==> src/rtl/shift_reg_pkg.sv <==
// Shared definitions for the universal shift register.
//   MODE_*        : 3-bit operation select codes
//   state_e       : burst controller state (idle / burst in progress)
//   is_shift_mode : true for the modes that move bits (SHL..ASR)
package shift_reg_pkg;

    localparam logic [2:0] MODE_HOLD  = 3'b000;
    localparam logic [2:0] MODE_LOAD  = 3'b001;
    localparam logic [2:0] MODE_SHL   = 3'b010;
    localparam logic [2:0] MODE_SHR   = 3'b011;
    localparam logic [2:0] MODE_ROL   = 3'b100;
    localparam logic [2:0] MODE_ROR   = 3'b101;
    localparam logic [2:0] MODE_ASR   = 3'b110;
    localparam logic [2:0] MODE_CLEAR = 3'b111;

    typedef enum logic {
        ST_IDLE = 1'b0,
        ST_BUSY = 1'b1
    } state_e;

    function automatic logic is_shift_mode(input logic [2:0] m);
        return (m != MODE_HOLD) && (m != MODE_LOAD) && (m != MODE_CLEAR);
    endfunction

endpackage

==> src/rtl/shift_step.sv <==
// One combinational shift/rotate step of a WIDTH-bit word.
//   q       : current register value
//   mode    : operation select (non-shift modes pass q through)
//   ser_in  : fill bit for SHL/SHR
//   next_q  : value after one step
//   out_bit : bit shifted or rotated out (0 for non-shift modes)
module shift_step
    import shift_reg_pkg::*;
#(
    parameter int WIDTH = 8
) (
    input  logic [WIDTH-1:0] q,
    input  logic [2:0]       mode,
    input  logic             ser_in,
    output logic [WIDTH-1:0] next_q,
    output logic             out_bit
);

    always_comb begin
        next_q  = q;
        out_bit = 1'b0;
        case (mode)
            MODE_SHL: begin
                next_q  = {q[WIDTH-2:0], ser_in};
                out_bit = q[WIDTH-1];
            end
            MODE_SHR: begin
                next_q  = {ser_in, q[WIDTH-1:1]};
                out_bit = q[0];
            end
            MODE_ROL: begin
                next_q  = {q[WIDTH-2:0], q[WIDTH-1]};
                out_bit = q[WIDTH-1];
            end
            MODE_ROR: begin
                next_q  = {q[0], q[WIDTH-1:1]};
                out_bit = q[0];
            end
            MODE_ASR: begin
                next_q  = {q[WIDTH-1], q[WIDTH-1:1]};
                out_bit = q[0];
            end
            default: begin
                next_q  = q;
                out_bit = 1'b0;
            end
        endcase
    end

endmodule

==> src/rtl/univ_shift_reg.sv <==
// Universal WIDTH-bit shift register with single-cycle ops and a
// multi-cycle burst (one shift/rotate per enabled cycle).
//   clk, reset : clock, asynchronous active-high reset
//   enable     : qualifies every state change, including burst steps
//   mode       : operation select (see shift_reg_pkg)
//   data       : parallel load value
//   ser_in     : serial fill bit for SHL/SHR
//   start      : burst request, sampled when idle and enabled
//   amount     : burst step count, captured with start
//   q          : register contents
//   ser_out    : last bit shifted/rotated out
//   busy       : burst in progress
//   done       : one-cycle pulse when a start command completes
module univ_shift_reg
    import shift_reg_pkg::*;
#(
    parameter int                WIDTH     = 8,
    parameter logic [WIDTH-1:0]  RESET_VAL = '0,
    localparam int               CNT_W     = $clog2(WIDTH) + 1
) (
    input  logic              clk,
    input  logic              reset,
    input  logic              enable,
    input  logic [2:0]        mode,
    input  logic [WIDTH-1:0]  data,
    input  logic              ser_in,
    input  logic              start,
    input  logic [CNT_W-1:0]  amount,
    output logic [WIDTH-1:0]  q,
    output logic              ser_out,
    output logic              busy,
    output logic              done
);

    state_e             state_q, state_d;
    logic [WIDTH-1:0]   q_q, q_d;
    logic               ser_out_q, ser_out_d;
    logic               busy_q, busy_d;
    logic               done_q, done_d;
    logic [CNT_W-1:0]   cnt_q, cnt_d;
    logic [2:0]         burst_mode_q, burst_mode_d;

    logic [2:0]         step_mode;
    logic [WIDTH-1:0]   step_q;
    logic               step_bit;

    // A single step unit serves both paths: during a burst it follows the
    // captured mode so live mode changes cannot disturb the burst.
    assign step_mode = (state_q == ST_BUSY) ? burst_mode_q : mode;

    shift_step #(.WIDTH(WIDTH)) u_step (
        .q       (q_q),
        .mode    (step_mode),
        .ser_in  (ser_in),
        .next_q  (step_q),
        .out_bit (step_bit)
    );

    always_comb begin
        state_d      = state_q;
        q_d          = q_q;
        ser_out_d    = ser_out_q;
        busy_d       = busy_q;
        done_d       = 1'b0;
        cnt_d        = cnt_q;
        burst_mode_d = burst_mode_q;

        if (enable) begin
            case (state_q)
                ST_IDLE: begin
                    if (start && is_shift_mode(mode)) begin
                        if (amount == '0) begin
                            done_d = 1'b1;
                        end else begin
                            // Accepting edge only captures; first step is next edge.
                            burst_mode_d = mode;
                            cnt_d        = amount;
                            state_d      = ST_BUSY;
                            busy_d       = 1'b1;
                        end
                    end else begin
                        case (mode)
                            MODE_LOAD:  q_d = data;
                            MODE_CLEAR: q_d = '0;
                            MODE_HOLD:  q_d = q_q;
                            default: begin
                                q_d       = step_q;
                                ser_out_d = step_bit;
                            end
                        endcase
                        done_d = start;
                    end
                end
                ST_BUSY: begin
                    q_d       = step_q;
                    ser_out_d = step_bit;
                    cnt_d     = cnt_q - CNT_W'(1);
                    if (cnt_q == CNT_W'(1)) begin
                        state_d = ST_IDLE;
                        busy_d  = 1'b0;
                        done_d  = 1'b1;
                    end
                end
                default: begin
                    state_d = ST_IDLE;
                    busy_d  = 1'b0;
                end
            endcase
        end
    end

    always_ff @(posedge clk or posedge reset) begin
        if (reset) begin
            state_q      <= ST_IDLE;
            q_q          <= RESET_VAL;
            ser_out_q    <= 1'b0;
            busy_q       <= 1'b0;
            done_q       <= 1'b0;
            cnt_q        <= '0;
            burst_mode_q <= MODE_HOLD;
        end else begin
            state_q      <= state_d;
            q_q          <= q_d;
            ser_out_q    <= ser_out_d;
            busy_q       <= busy_d;
            done_q       <= done_d;
            cnt_q        <= cnt_d;
            burst_mode_q <= burst_mode_d;
        end
    end

    assign q       = q_q;
    assign ser_out = ser_out_q;
    assign busy    = busy_q;
    assign done    = done_q;

endmodule

==> config.mk <==
export PLATFORM = sky130hd
export DESIGN_NAME = univ_shift_reg
export DESIGN_NICKNAME = d
export VERILOG_FILES = /design/src/rtl/shift_reg_pkg.sv /design/src/rtl/shift_step.sv /design/src/rtl/univ_shift_reg.sv
export SDC_FILE = /design/constraint.sdc
export NUM_CORES = 1
export LEC_CHECK = 0
export ABC_AREA = 1
export CAP_MARGIN = 10
export CORE_MARGIN = 2
export CORE_UTILIZATION = 35
export CTS_CLUSTER_DIAMETER = 200
export DETAILED_ROUTE_END_ITERATION = 16
export HOLD_SLACK_MARGIN = 0.15
export PLACE_DENSITY_LB_ADDON = 0.25
export SLEW_MARGIN = 5
export SYNTH_ARGS = -nofsm -noshare
export SYNTH_HDL_FRONTEND = slang
export SYNTH_HIERARCHICAL = 1
export SYNTH_SLANG_ARGS = --single-unit
==> constraint.sdc <==
create_clock -name clk -period 3 [get_ports clk]
set_input_delay 0.45 -clock clk [delete_from_list [all_inputs] [get_ports clk]]
set_output_delay 0.45 -clock clk [all_outputs]
set_load 0.005 [all_outputs]
Yosys cells after proc, flatten, opt, wreduce, memory -nomap -nowiden
Index checks and enable logic that the tools add are counted.
Storage, ports and cells
  bits in registers: 19
  input port bits: 20
  output and inout port bits: 11
  word-level logic and storage cells: 65
Cells by class
  add/subtract/negate cells: 1
  eq/ne operators: 16
  mux-type cells: 25
  bitwise logic cells: 2
  reductions and logical operators: 14
Operator list (count)
  $pmux 8 s5: 1
  $pmux 8 s3: 1
  $pmux 8 s2: 1
  $eq 3x3->1 const B: 4
  $mux 1: 12
  $ne 2x2->1 const B: 5
  $pmux 1 s2: 5
  $reduce_and 3->1: 3
  $mux 4: 2
  $mux 8: 1
  $pmux 4 s2: 1
  $reduce_and 4->1: 2
  $eq 3x2->1 const B: 2
  $reduce_or 3->1: 2
  $eq 4x1->1 const B: 1
  $logic_not 4->1: 1
  $sub 4x1->4 const B: 1
  $eq 3x1->1 const B: 1
  $logic_and 1x1->1: 3
  $logic_not 3->1: 1
  $mux 3: 1
  $ne 3x1->1 const B: 1
  $ne 3x3->1 const B: 1
  $reduce_bool 3->1: 1
  3 further kinds: 4

Depth between registers and ports, before layout
  word-level depth: 7
  gate-level depth with buffers: 15
  depth with buffers taken out: 13

Hierarchy
Netlist, hierarchy kept.
By module, submodules not included
  univ_shift_reg: instances 1, cells an instance 163, area each 1201.2 sq um, sequential area each 475.5 sq um
  shift_step: instances 1, cells an instance 73, area each 341.6 sq um, sequential area each 0.0 sq um

Worst setup path after synthesis
No wires, ideal clock.
  path kind: register to register
  start: reg state_q
  end: reg q_q[7] (netlist: q[7])
  library setup time: 0.118 ns
  arrival time: 1.820 ns
  data required time: 2.882 ns
  slack: 1.063 ns
  stages on the path, launching flop included: 12
  path buffers: 1
  period minus slack after synthesis: 1.937 ns
  cell sequence: dfrtp_1 -> buf_2 -> o21ai_0 -> nand3_1 -> nand2_4 -> inv_1 -> nand3_1 -> nand3_1 -> nand2_1 -> nand2_1 -> nand3_1 -> nand2_1
Between the ends
  cells in the longest elaborated chain, start to end: 6
  elaborated cells between the ends (all ways): 14
  classes of those cells: eq/ne (7); mux (5); bitwise (1); reduce/logical (1)
Ends and longest elaborated chain
  start: declaration: RTL line univ_shift_reg.sv:35  | state_e state_q, state_d;
  start signal: assignment: RTL line univ_shift_reg.sv:122  | state_q <= state_d;
  $mux 3 (*): RTL line univ_shift_reg.sv:49  | assign step_mode = (state_q == ST_BUSY) ? burst_mode_q : mode;
  via step_mode[1]: RTL line univ_shift_reg.sv:43  | logic [2:0] step_mode;
  $eq 3x3->1 / $eq 3x2->1 (equally long branches): RTL line shift_step.sv:22  | case (mode)
  $pmux 8 s5 (*): RTL line shift_step.sv:22
  via step_q[7]: RTL line univ_shift_reg.sv:44  | logic [WIDTH-1:0] step_q;
  $pmux 8 s3: RTL line univ_shift_reg.sv:82  | case (mode)
  $mux 8: RTL line univ_shift_reg.sv:71  | if (start && is_shift_mode(mode)) begin
  $pmux 8 s2 (*): RTL line univ_shift_reg.sv:69  | case (state_q)
  end signal: assignment: RTL line univ_shift_reg.sv:123  | q_q <= q_d;
  end: declaration: RTL line univ_shift_reg.sv:36  | logic [WIDTH-1:0] q_q, q_d;
The timed path passes the listed nets; every way through them passes the cells marked *. The select of a mux whose other input is x is not followed.
A chain may end at the register's enable or synchronous reset.

Final worst setup path
  start: in mode[0]
  end: reg q_q[4] (netlist: q[4])
Between the ends
  cells in the longest elaborated chain, start to end: 6
  elaborated cells between the ends (all ways): 22
  classes of those cells: eq/ne (11); mux (5); reduce/logical (6)
Ends and longest elaborated chain
  start: declaration: RTL line univ_shift_reg.sv:24  | input logic [2:0] mode,
  $mux 3 (*): RTL line univ_shift_reg.sv:49
  via step_mode[0]: RTL line univ_shift_reg.sv:43
  $eq 3x3->1 / $eq 3x2->1 (equally long branches): RTL line shift_step.sv:22
  $pmux 8 s5 (*): RTL line shift_step.sv:22
  via step_q[4]: RTL line univ_shift_reg.sv:44
  $pmux 8 s3: RTL line univ_shift_reg.sv:82
  $mux 8: RTL line univ_shift_reg.sv:71
  $pmux 8 s2 (*): RTL line univ_shift_reg.sv:69
Marked as above.

==> metrics.txt <==
# TYPE chip_impl_metric gauge
chip_impl_metric{name="clkSlewWorstSetupHoldPaths",unit="ns"} 0.08
chip_impl_metric{name="fin_setup_tns",unit="ns"} 0
chip_impl_info{name="critical_path_class",value="input port to flop"} 1
chip_impl_metric{name="post-route-period-util",unit="%"} 76.6
chip_impl_metric{name="detail_route.wirelength.met1",unit="um"} 1810
chip_impl_metric{name="worst_slack_setup_final",unit="ns"} 0.702
chip_impl_metric{name="final_cells",unit=""} 320
chip_impl_metric{name="core_area",unit="sq um"} 4290
chip_impl_metric{name="worst_skew_pair.late_latency",unit="ns"} 0.26
chip_impl_metric{name="final_core_utilization",unit="%"} 45.1
chip_impl_metric{name="detailed_routing_iterations_pass_1",unit=""} 5
chip_impl_info{name="clock_tree.root_cell",value="clkbuf_8"} 1
chip_impl_metric{name="io_pins",unit=""} 31
chip_impl_metric{name="report.final.hold_viol_count",unit=""} 0
chip_impl_metric{name="dp.cells",unit=""} 316
chip_impl_info{name="kind_of_capture_point_of_the_worst_setup_path",value="flop"} 1
chip_impl_metric{name="synth_area_per_cell",unit="sq um"} 6.54
chip_impl_metric{name="wl_per_cell",unit="um"} 11.0
chip_impl_metric{name="drive_above_1_share",unit="%"} 12.3
chip_impl_metric{name="yosys.cell_types.count",unit=""} 21
chip_impl_info{name="rsz0062_at_grt",value="no"} 1
chip_impl_metric{name="endpoint_required_time_on_the_critical_path",unit="ns"} 3.21
chip_impl_metric{name="synth_seq_cells",unit=""} 19
chip_impl_metric{name="leakagePower",unit="uW"} 0.00100
chip_impl_metric{name="worst-r2r-cell-count",unit=""} 11
chip_impl_info{name="status",value="finished clean"} 1
chip_impl_metric{name="post_cts.resized_instances",unit=""} 0
chip_impl_metric{name="setup-violations-final",unit=""} 0
chip_impl_metric{name="min_path_cells",unit=""} 2
chip_impl_metric{name="dr_wl_met2",unit="um"} 1610
chip_impl_metric{name="cts_post_setup_buffers_inserted",unit=""} 0
chip_impl_metric{name="syn_to_final_growth",unit="%"} 25.6
chip_impl_info{name="cts_tree",value="done"} 1
chip_impl_metric{name="number_of_global_route_vias_before_repair",unit=""} 1410
chip_impl_metric{name="synth_cells",unit=""} 236
chip_impl_info{name="hold_path_end",value="busy"} 1
chip_impl_metric{name="finalCriticalPeriod",unit="ns"} 2.30
chip_impl_metric{name="worst_margin_pin_slew",unit="ns"} 0.756
chip_impl_info{name="routed.top_layer",value="met4"} 1
chip_impl_metric{name="initial_core_util",unit="%"} 35.9
chip_impl_metric{name="ctsHoldBuffers",unit=""} 0
chip_impl_metric{name="syn_area",unit="sq um"} 1540
chip_impl_metric{name="ys_seq_area_share",unit="%"} 30.8
chip_impl_metric{name="global_route_wire_length_before_repair",unit="um"} 6360
chip_impl_metric{name="r2r_slack",unit="ns"} 0.92
chip_impl_metric{name="number_of_nets_at_the_end_of_the_flow",unit=""} 291
chip_impl_metric{name="skew",unit="ns"} 0.0101
chip_impl_info{name="hp-start",value="busy"} 1
chip_impl_metric{name="vdd_ir_drop_max",unit="mV"} 0.295
chip_impl_metric{name="htree_num_levels",unit=""} 1
chip_impl_metric{name="pre_cts_ws",unit="ns"} 0.427
chip_impl_metric{name="drc",unit=""} 0
chip_impl_metric{name="die_height",unit="um"} 70.4
chip_impl_metric{name="crit_path_dat",unit="ns"} 2.50
chip_impl_metric{name="core.rowCount",unit=""} 24
chip_impl_metric{name="power_per_cell_area",unit="nW/um^2"} 848
chip_impl_metric{name="design.die.area",unit="sq um"} 4950
chip_impl_info{name="cp-start-kind",value="input port"} 1
chip_impl_metric{name="maxSlewHeadroom",unit="%"} 49.5
chip_impl_metric{name="dieWidth",unit="um"} 70.4
chip_impl_metric{name="grt_max_degree",unit=""} 20
chip_impl_metric{name="grt_antenna_before_repair",unit=""} 0
chip_impl_metric{name="fmaxAchievable",unit="MHz"} 435
chip_impl_metric{name="grt.overflow.total",unit=""} 0
chip_impl_metric{name="antenna_cells",unit=""} 0
chip_impl_info{name="rr_startpoint",value="state_q"} 1
chip_impl_metric{name="detailedPlacementHpwl",unit="um"} 2740
chip_impl_metric{name="clock_sinks",unit=""} 19
chip_impl_metric{name="finalMaxSlewViolations",unit=""} 0
chip_impl_metric{name="critical_path_peak_fanout",unit=""} 8
chip_impl_metric{name="wl_met3",unit="um"} 92
chip_impl_metric{name="synth_fp_nets",unit=""} 258
chip_impl_info{name="regToRegEndpoint",value="q[4]"} 1
chip_impl_info{name="min-delay-path-class",value="flop to flop"} 1
chip_impl_metric{name="postRouteAntennaNets",unit=""} 0
chip_impl_metric{name="drv_cap",unit=""} 0
chip_impl_metric{name="globalRouteTotalUtil",unit="%"} 15.7
chip_impl_metric{name="detailedRoute.firstIterationViolations",unit=""} 74
chip_impl_metric{name="numCtsBuffers",unit=""} 3
chip_impl_metric{name="via_per_inst",unit=""} 4.74
chip_impl_metric{name="ys_warn_count",unit=""} 6
chip_impl_metric{name="final_wtd_congestion",unit=""} 0.818
chip_impl_metric{name="total_via_count_in_the_routed_design",unit=""} 1518
chip_impl_metric{name="count_of_buffers_from_port_buffering",unit=""} 30
chip_impl_metric{name="postRouteWirelength",unit="um"} 3530
chip_impl_metric{name="clock_tree.buffer_depth",unit=""} 2
-- per-layer routing --
metal  vias up  GRT usage, %
li1        819             -
met2        23          24.1
met5         -             0
met1       674          22.8
met4         0          4.91
met3         2          1.88
-- worst max path at each step --
stage / from / endpoint / slack (ns) / cells past startpoint
after floorplan: state_q / q[7] / 1.06 / 11
after global placement: mode[0] / q[4] / 0.45 / 13
after detailed placement: mode[0] / q[4] / 0.43 / 13
after CTS: mode[0] / q[4] / 0.70 / 13
after global routing: mode[0] / q[7] / 0.51 / 13
final: mode[0] / q[4] / 0.70 / 13
-- synthesized netlist by cell type, drive strengths merged --
master  count  area share, %
o21ai       9            2.9
nand4       5            2.0
buf         4            2.0
inv        25            6.1
nand3      44             19
nand2     115             30
nor2       11            4.7
a21oi       1           0.57
a21boi      1           0.49
dfrtp      19             31
ha          2            1.6
-- kinds of logic after synthesis --
kind of cell / after synthesis / share of synthesized area [%]
and+or+nand+nor: 175 / 55.5
buffers and inverters: 29 / 8.11
DFF: 19 / 30.8
AOI/OAI and AO/OA: 11 / 3.97
adders and majority gates: 2 / 1.62
-- worst max-delay path, cell delays in order --
cell	delay (ns)
clkdlybuf4s50_1	0.54
inv_2	0.09
o21ai_0	0.43
inv_2	0.13
nand3_1	0.16
nand3_4	0.16
nor2_8	0.14
nand2_1	0.06
nand2_1	0.09
nand2_1	0.05
nand2_1	0.05
nand3_1	0.08
nand2_1	0.07
-- flip-flops by register name, indices dropped and copies added (netlist names) --
register	count
state_q	1
busy	1
cnt_q	4
q	8
ser_out	1
done	1
burst_mode_q	3
-- power breakdown --
group	internal (uW)	switching, uW
clock	92.5	92.8
combinational	399	577
sequential	358	125
total	850	794
-- through the flow --
step                hold WS (ns)  total power, uW  cell area, sq um
floorplan                  0.401             1190              1540
global placement           0.458             1460              1890
detailed placement         0.463             1470              1890
CTS                        0.481             1650              1940
global route               0.512             1810              1940
finish                     0.474             1640              1940
-- area by class of cell --
class | instances | area (sq um)
fill | 466 | 2360
multi-input combinational | 188 | 942
sequential | 19 | 475
timing repair buffer | 32 | 315
inverter | 25 | 93.8
tap | 52 | 65.1
clock buffer | 3 | 41.3
clock inverter | 1 | 5.00
-- cells in the final DEF (no fill, tap or decap), types with 3 or more instances in the layout --
cell             count
inv_1               16
nand3_4              5
nand2_1            108
o21ai_0              8
clkdlybuf4s50_1     30
nand2_2              5
dfrtp_1             19
nor2_1               8
inv_2                9
clkbuf_8             3
nand3_1             37
nand4_1              5
Power figures use the tool's default switching activity.
==> edit 1 (same flow settings) <==
`WIDTH` is set to 8 in 2 places; all go to 16.
--- a/src/rtl/shift_step.sv
+++ b/src/rtl/shift_step.sv
@@ -7,7 +7,7 @@
 module shift_step
     import shift_reg_pkg::*;
 #(
-    parameter int WIDTH = 8
+    parameter int WIDTH = 16
 ) (
     input  logic [WIDTH-1:0] q,
     input  logic [2:0]       mode,
--- a/src/rtl/univ_shift_reg.sv
+++ b/src/rtl/univ_shift_reg.sv
@@ -14,7 +14,7 @@
 module univ_shift_reg
     import shift_reg_pkg::*;
 #(
-    parameter int                WIDTH     = 8,
+    parameter int                WIDTH     = 16,
     parameter logic [WIDTH-1:0]  RESET_VAL = '0,
     localparam int               CNT_W     = $clog2(WIDTH) + 1
 ) (
Interface: changed (resized amount, data and q); port bits go from 31 to 48. The function was not compared with the original's and may differ.
==> edit 1 against the unedited design <==
- cell count is 48% higher
- setup slack got worse by 37 ps
- synthesized area is 46% higher
- critical path depth up 1
- sequential power rose by 42%
- final area increased by 44%
- register-to-register slack improved by 110 ps
- routed wire length grew 62%
- total power is 48% higher
- sequential cell count grew 9
- critical endpoint is now q[1]
==> edit 1: results (changes against the unedited design) <==
Highest fanout seen on the critical path = 17 (was 8)
Total track usage = 17.08% (was 15.68%)
Actual slew at the worst max-slew pin = 430.1 ps (was 756.2 ps)
Share of post-route cells with drive strength above 1 = 8.838% (was 12.31%)
Post-synthesis sequential area ratio = 31.16% (was 30.82%)
Count of unique library cells instantiated by Yosys = 30 (was 21)
Number of design-rule violations left by the first detailed-router iteration = 175 (was 74)
HPWL after detailed placement = 4056 um (was 2742 um)
Vias in the first global route = 2,200 (was 1,410)
Post-synthesis net count = 383 (was 258)
Library cell used as clock root buffer = clkbuf_8 (unchanged)
Max IR drop VDD = 0.0003693 V (was 0.0002946 V)
Depth of the CTS H-tree = 1 (unchanged)
Placement Setup Slack = 380.0 ps (was 426.7 ps)
Share of synthesized registers carrying an async set or reset = 100.0% (unchanged)
Setup clock skew after layout = 11.33 ps (was 10.08 ps)
Setup TNS = 0 ps (unchanged)
Min-delay worst type = reg2reg (unchanged)
Number of antenna violations at the first check in global routing = 0 (unchanged)
Clock-pin slew on the worst setup and hold paths = 110 ps (was 80 ps)
Max FFs per register = 16 (was 8)
Total CTS buffers = 3 (unchanged)
Leakage power of the design = 1.459 nW (was 1.001 nW)
Commonest cells in the synthesized netlist = 193 x nand2_1, 31 x nand3_1, 28 x dfrtp_1, 15 x inv_1 (was 108 x nand2_1, 37 x nand3_1, 19 x dfrtp_1, 16 x inv_1, 9 x inv_2)
Port bufs = 47 (was 30)
Pin count of the biggest net entering global routing = 29 (was 20)
DRT Wirelength = 5707 um (was 3530 um)
Count of warnings emitted by yosys = 6 (unchanged)
Final weighted congestion in routability-driven placement = 0.8174 (was 0.8177)
Quantity of gates resized following cts = 0 (unchanged)
Status = finished, final reports clean (unchanged)
Number of inserted filler cells in the final layout = 696 (was 466)
Top cells by area in the synthesized netlist = nand2_1 32%, dfrtp_1 31%, nand3_1 6.9% (was dfrtp_1 31%, nand2_1 26%, nand3_1 12%)
Via count = 2,280 (was 1,518)
Drt first pass iters = 4 (was 5)
Fin nets = 428 (was 291)
Total setup buffers inserted after CTS = 0 (unchanged)
Yosys top cell area share = 32.22% (was 30.82%)
Arr. time, crit path = 2570 ps (was 2500 ps)
Diode insertion count for antenna repair = 0 (unchanged)
Global-route wire length before repair = 10,200 um (was 6361 um)
Clock insertion delay at the later pin of the skew report = 290 ps (was 260 ps)
[edit 1: cell count changes after synthesis, sizes merged, moves of 4 or more]
cell / before / now
nand2: 115 / 197
nand4: 5 / 12
dfrtp: 19 / 28
clkinv: 0 / 9
nand3: 44 / 40
buf: 4 / 11
[edit 1: critical path: stages]
cell	delay, ps
clkdlybuf4s50_1	590
inv_2	110
o21ai_0	160
buf_4	170
inv_2	70
nand3_2	90
nand3_4	200
nor2_8	280
nand2_1	80
nand2_1	70
nand2_1	50
nand2_1	70
nand3_1	70
nand2_1	90
[edit 1: final timing paths]
kind / start / endpoint / slack [ps] / depth (start not counted)
setup reg to reg: state_q / q[1] / 1030 / 12
max in group asynchronous: reset / q[3] / 2190 / 3
hold reg to reg: busy / busy / 490 / 2
setup / recovery: mode[1] / q[1] / 660 / 14
min in group asynchronous: reset / cnt_q[3] / 530 / 3
hold / removal: busy / busy / 490 / 2
[edit 1: metrics by stage]
step	power, mW	cells	area [um2]
3_5_place_dp	2.187	469	2735
3_3_place_gp	2.156	469	2735
4_1_cts	2.448	473	2790
2_1_floorplan	1.848	352	2248
6_report	2.431	473	2790
5_1_grt	2.716	473	2790
[edit 1: cell type report]
class,instances,share of cell area [%]
Clock buffer,4,1.973
Tap cell,77,3.453
Multi-Input combinational cell,281,47.00
Sequential cell,28,25.11
Timing Repair Buffer,52,18.21
Inverter,31,4.260
[edit 1: per-layer routing]
metal,global-route usage [%],routed length [um]
met4,3.519,29
met5,0,0
met2,27.49,2572
met3,2.262,214
met1,24.62,2891
[edit 1: cells by family (layout without fill, tap and decap cells)]
family          Yosys count  after routing  share of synthesized area (%)
compound gates           15             15                          3.561
xor+xnor                  1              1                         0.3896
fa+ha+maj                 2              2                          1.113
buf+inv                  43             87                          10.52
flops                    28             28                          31.16
mux                       1              1                         0.4452
simple gates            262            262                          52.81
[edit 1: report_power, final]
group          total, mW  internal [mW]  switching, mW
registers          0.685          0.522          0.164
clock network      0.253          0.118          0.135
logic               1.49          0.612          0.882
==> edit 2 (config.mk and constraints unchanged) <==
Without the edit above. Make the reset (`reset`) synchronous in one clocked block. Comments in the files are not updated.
--- a/src/rtl/univ_shift_reg.sv
+++ b/src/rtl/univ_shift_reg.sv
@@ -109,7 +109,7 @@
         end
     end
 
-    always_ff @(posedge clk or posedge reset) begin
+    always_ff @(posedge clk) begin
         if (reset) begin
             state_q      <= ST_IDLE;
             q_q          <= RESET_VAL;
Check against the original RTL: differs if reset is asserted again (counterexample within 4 cycles, from zero or initial values and one cycle with reset high); with reset held inactive, the same outputs for 10 cycles.
==> edit 2 against the unedited design <==
- hold slack lost 6.8 ps
- count of clock-buffer cells in the layout is the same
- critical path type unchanged
- setup slack lost 7.1 ps
- final area shrank 3.8%
- largest cell class unchanged
- non-clock buffer count is the same
- synthesized area shrank 4.4%
- sequential cell count is the same
- routed wire length shrank 5.6%
Power is not compared: it rests on default switching activity, and its combinational part moved more than twofold at a synthesized area within 25%.
==> edit 2: results (changes against the unedited design) <==
Final weighted congestion in routability-driven placement = 0.8038 (was 0.8177)
Commonest cells in the synthesized netlist = 92 x nand2_1, 39 x inv_1, 36 x nor2_1, 19 x dfxtp_1, 19 x o21ai_0 (was 108 x nand2_1, 37 x nand3_1, 19 x dfrtp_1, 16 x inv_1, 9 x inv_2)
Largest stage delay on the critical path = 560 ps (was 540 ps)
Placement Setup Slack = 404.6 ps (was 426.7 ps)
Pin count of the biggest net entering global routing = 17 (was 20)
Post-synthesis sequential area ratio = 25.78% (was 30.82%)
Number of inverters outside the clock class in the layout = 42 (was 25)
Fin nets = 311 (was 291)
Count of unique library cells instantiated by Yosys = 22 (was 21)
Routed length per instance = 9.855 um (was 11.03 um)
Drt first pass iters = 4 (was 5)
Number of antenna violations at the first check in global routing = 0 (unchanged)
Arr. time, crit path = 2470 ps (was 2500 ps)
Top cells by area in the synthesized netlist = dfxtp_1 26%, nand2_1 23%, inv_1 9.9% (was dfrtp_1 31%, nand2_1 26%, nand3_1 12%)
Total track usage = 15.78% (was 15.68%)
Number of design-rule violations left by the first detailed-router iteration = 81 (was 74)
Multi-input gate share of total cell area = 48.39% (was 48.61%)
Non-clock buffering overhead in the final layout = 16.91% (was 16.27%)
Share of post-route cells with drive strength above 1 = 7.639% (was 12.31%)
Setup clock skew after layout = 3.807 ps (was 10.08 ps)
Status = finished, final reports clean (unchanged)
Number of inserted filler cells in the final layout = 438 (was 466)
HPWL after detailed placement = 2496 um (was 2742 um)
Via count = 1,557 (was 1,518)
Share of synthesized registers carrying an async set or reset = 0% (was 100.0%)
Global-route wire length before repair = 5740 um (was 6361 um)
edit 2: cell count changes after synthesis, sizes merged, moves of 4 or more:
cell / change
nor2: +27
nand3: -21
dfrtp: -19
dfxtp: +19
nand2: -19
inv: +17
o21ai: +10
a21oi: +4
edit 2: per-layer routing:
| metal | vias up | global-route usage, % | wire length [um] |
|---|---|---|---|
| met3 | 4 | 3.734 | 185 |
| li1 | 852 | - | - |
| met2 | 39 | 28.00 | 1556 |
| met5 | - | 0 | 0 |
| met1 | 662 | 18.87 | 1557 |
| met4 | 0 | 4.412 | 31 |
edit 2: stage by stage:
stage / hold WS [ps] / instance area [um2] / instances / total power [mW]
3_3_place_gp: 457.3 / 1818 / 334 / 0.5372
2_1_floorplan: 449.5 / 1475 / 257 / 0.4566
4_1_cts: 474.3 / 1864 / 338 / 0.7275
3_5_place_dp: 459.9 / 1818 / 334 / 0.5386
5_1_grt: 489.0 / 1864 / 338 / 0.7759
6_report: 467.2 / 1864 / 338 / 0.7156
edit 2: cell families (layout without fill, tap and decap cells):
| kind of cell | Yosys count | after routing | share of synthesized area [%] |
|---|---|---|---|
| AOI/OAI and AO/OA | 24 | 24 | 8.142 |
| and+or+nand+nor | 165 | 165 | 51.32 |
| adders and majority gates | 2 | 2 | 1.696 |
| buffers and inverters | 47 | 78 | 13.06 |
| DFF | 19 | 19 | 25.78 |
edit 2: where the power goes:
group | internal, mW | total [mW] | switching (mW)
registers | 0.272 | 0.294 | 0.0217
clock network | 0.0925 | 0.184 | 0.0919
logic | 0.107 | 0.237 | 0.131
total | 0.471 | 0.716 | 0.244
edit 2: path summary, 6_finish.rpt:
check	from	endpoint	slack (ps)	cells after the start
hold / removal	busy	busy	470	2
setup reg to reg	state_q	q[1]	1060	12
setup / recovery	mode[0]	q[1]	690	14
hold reg to reg	busy	busy	470	2
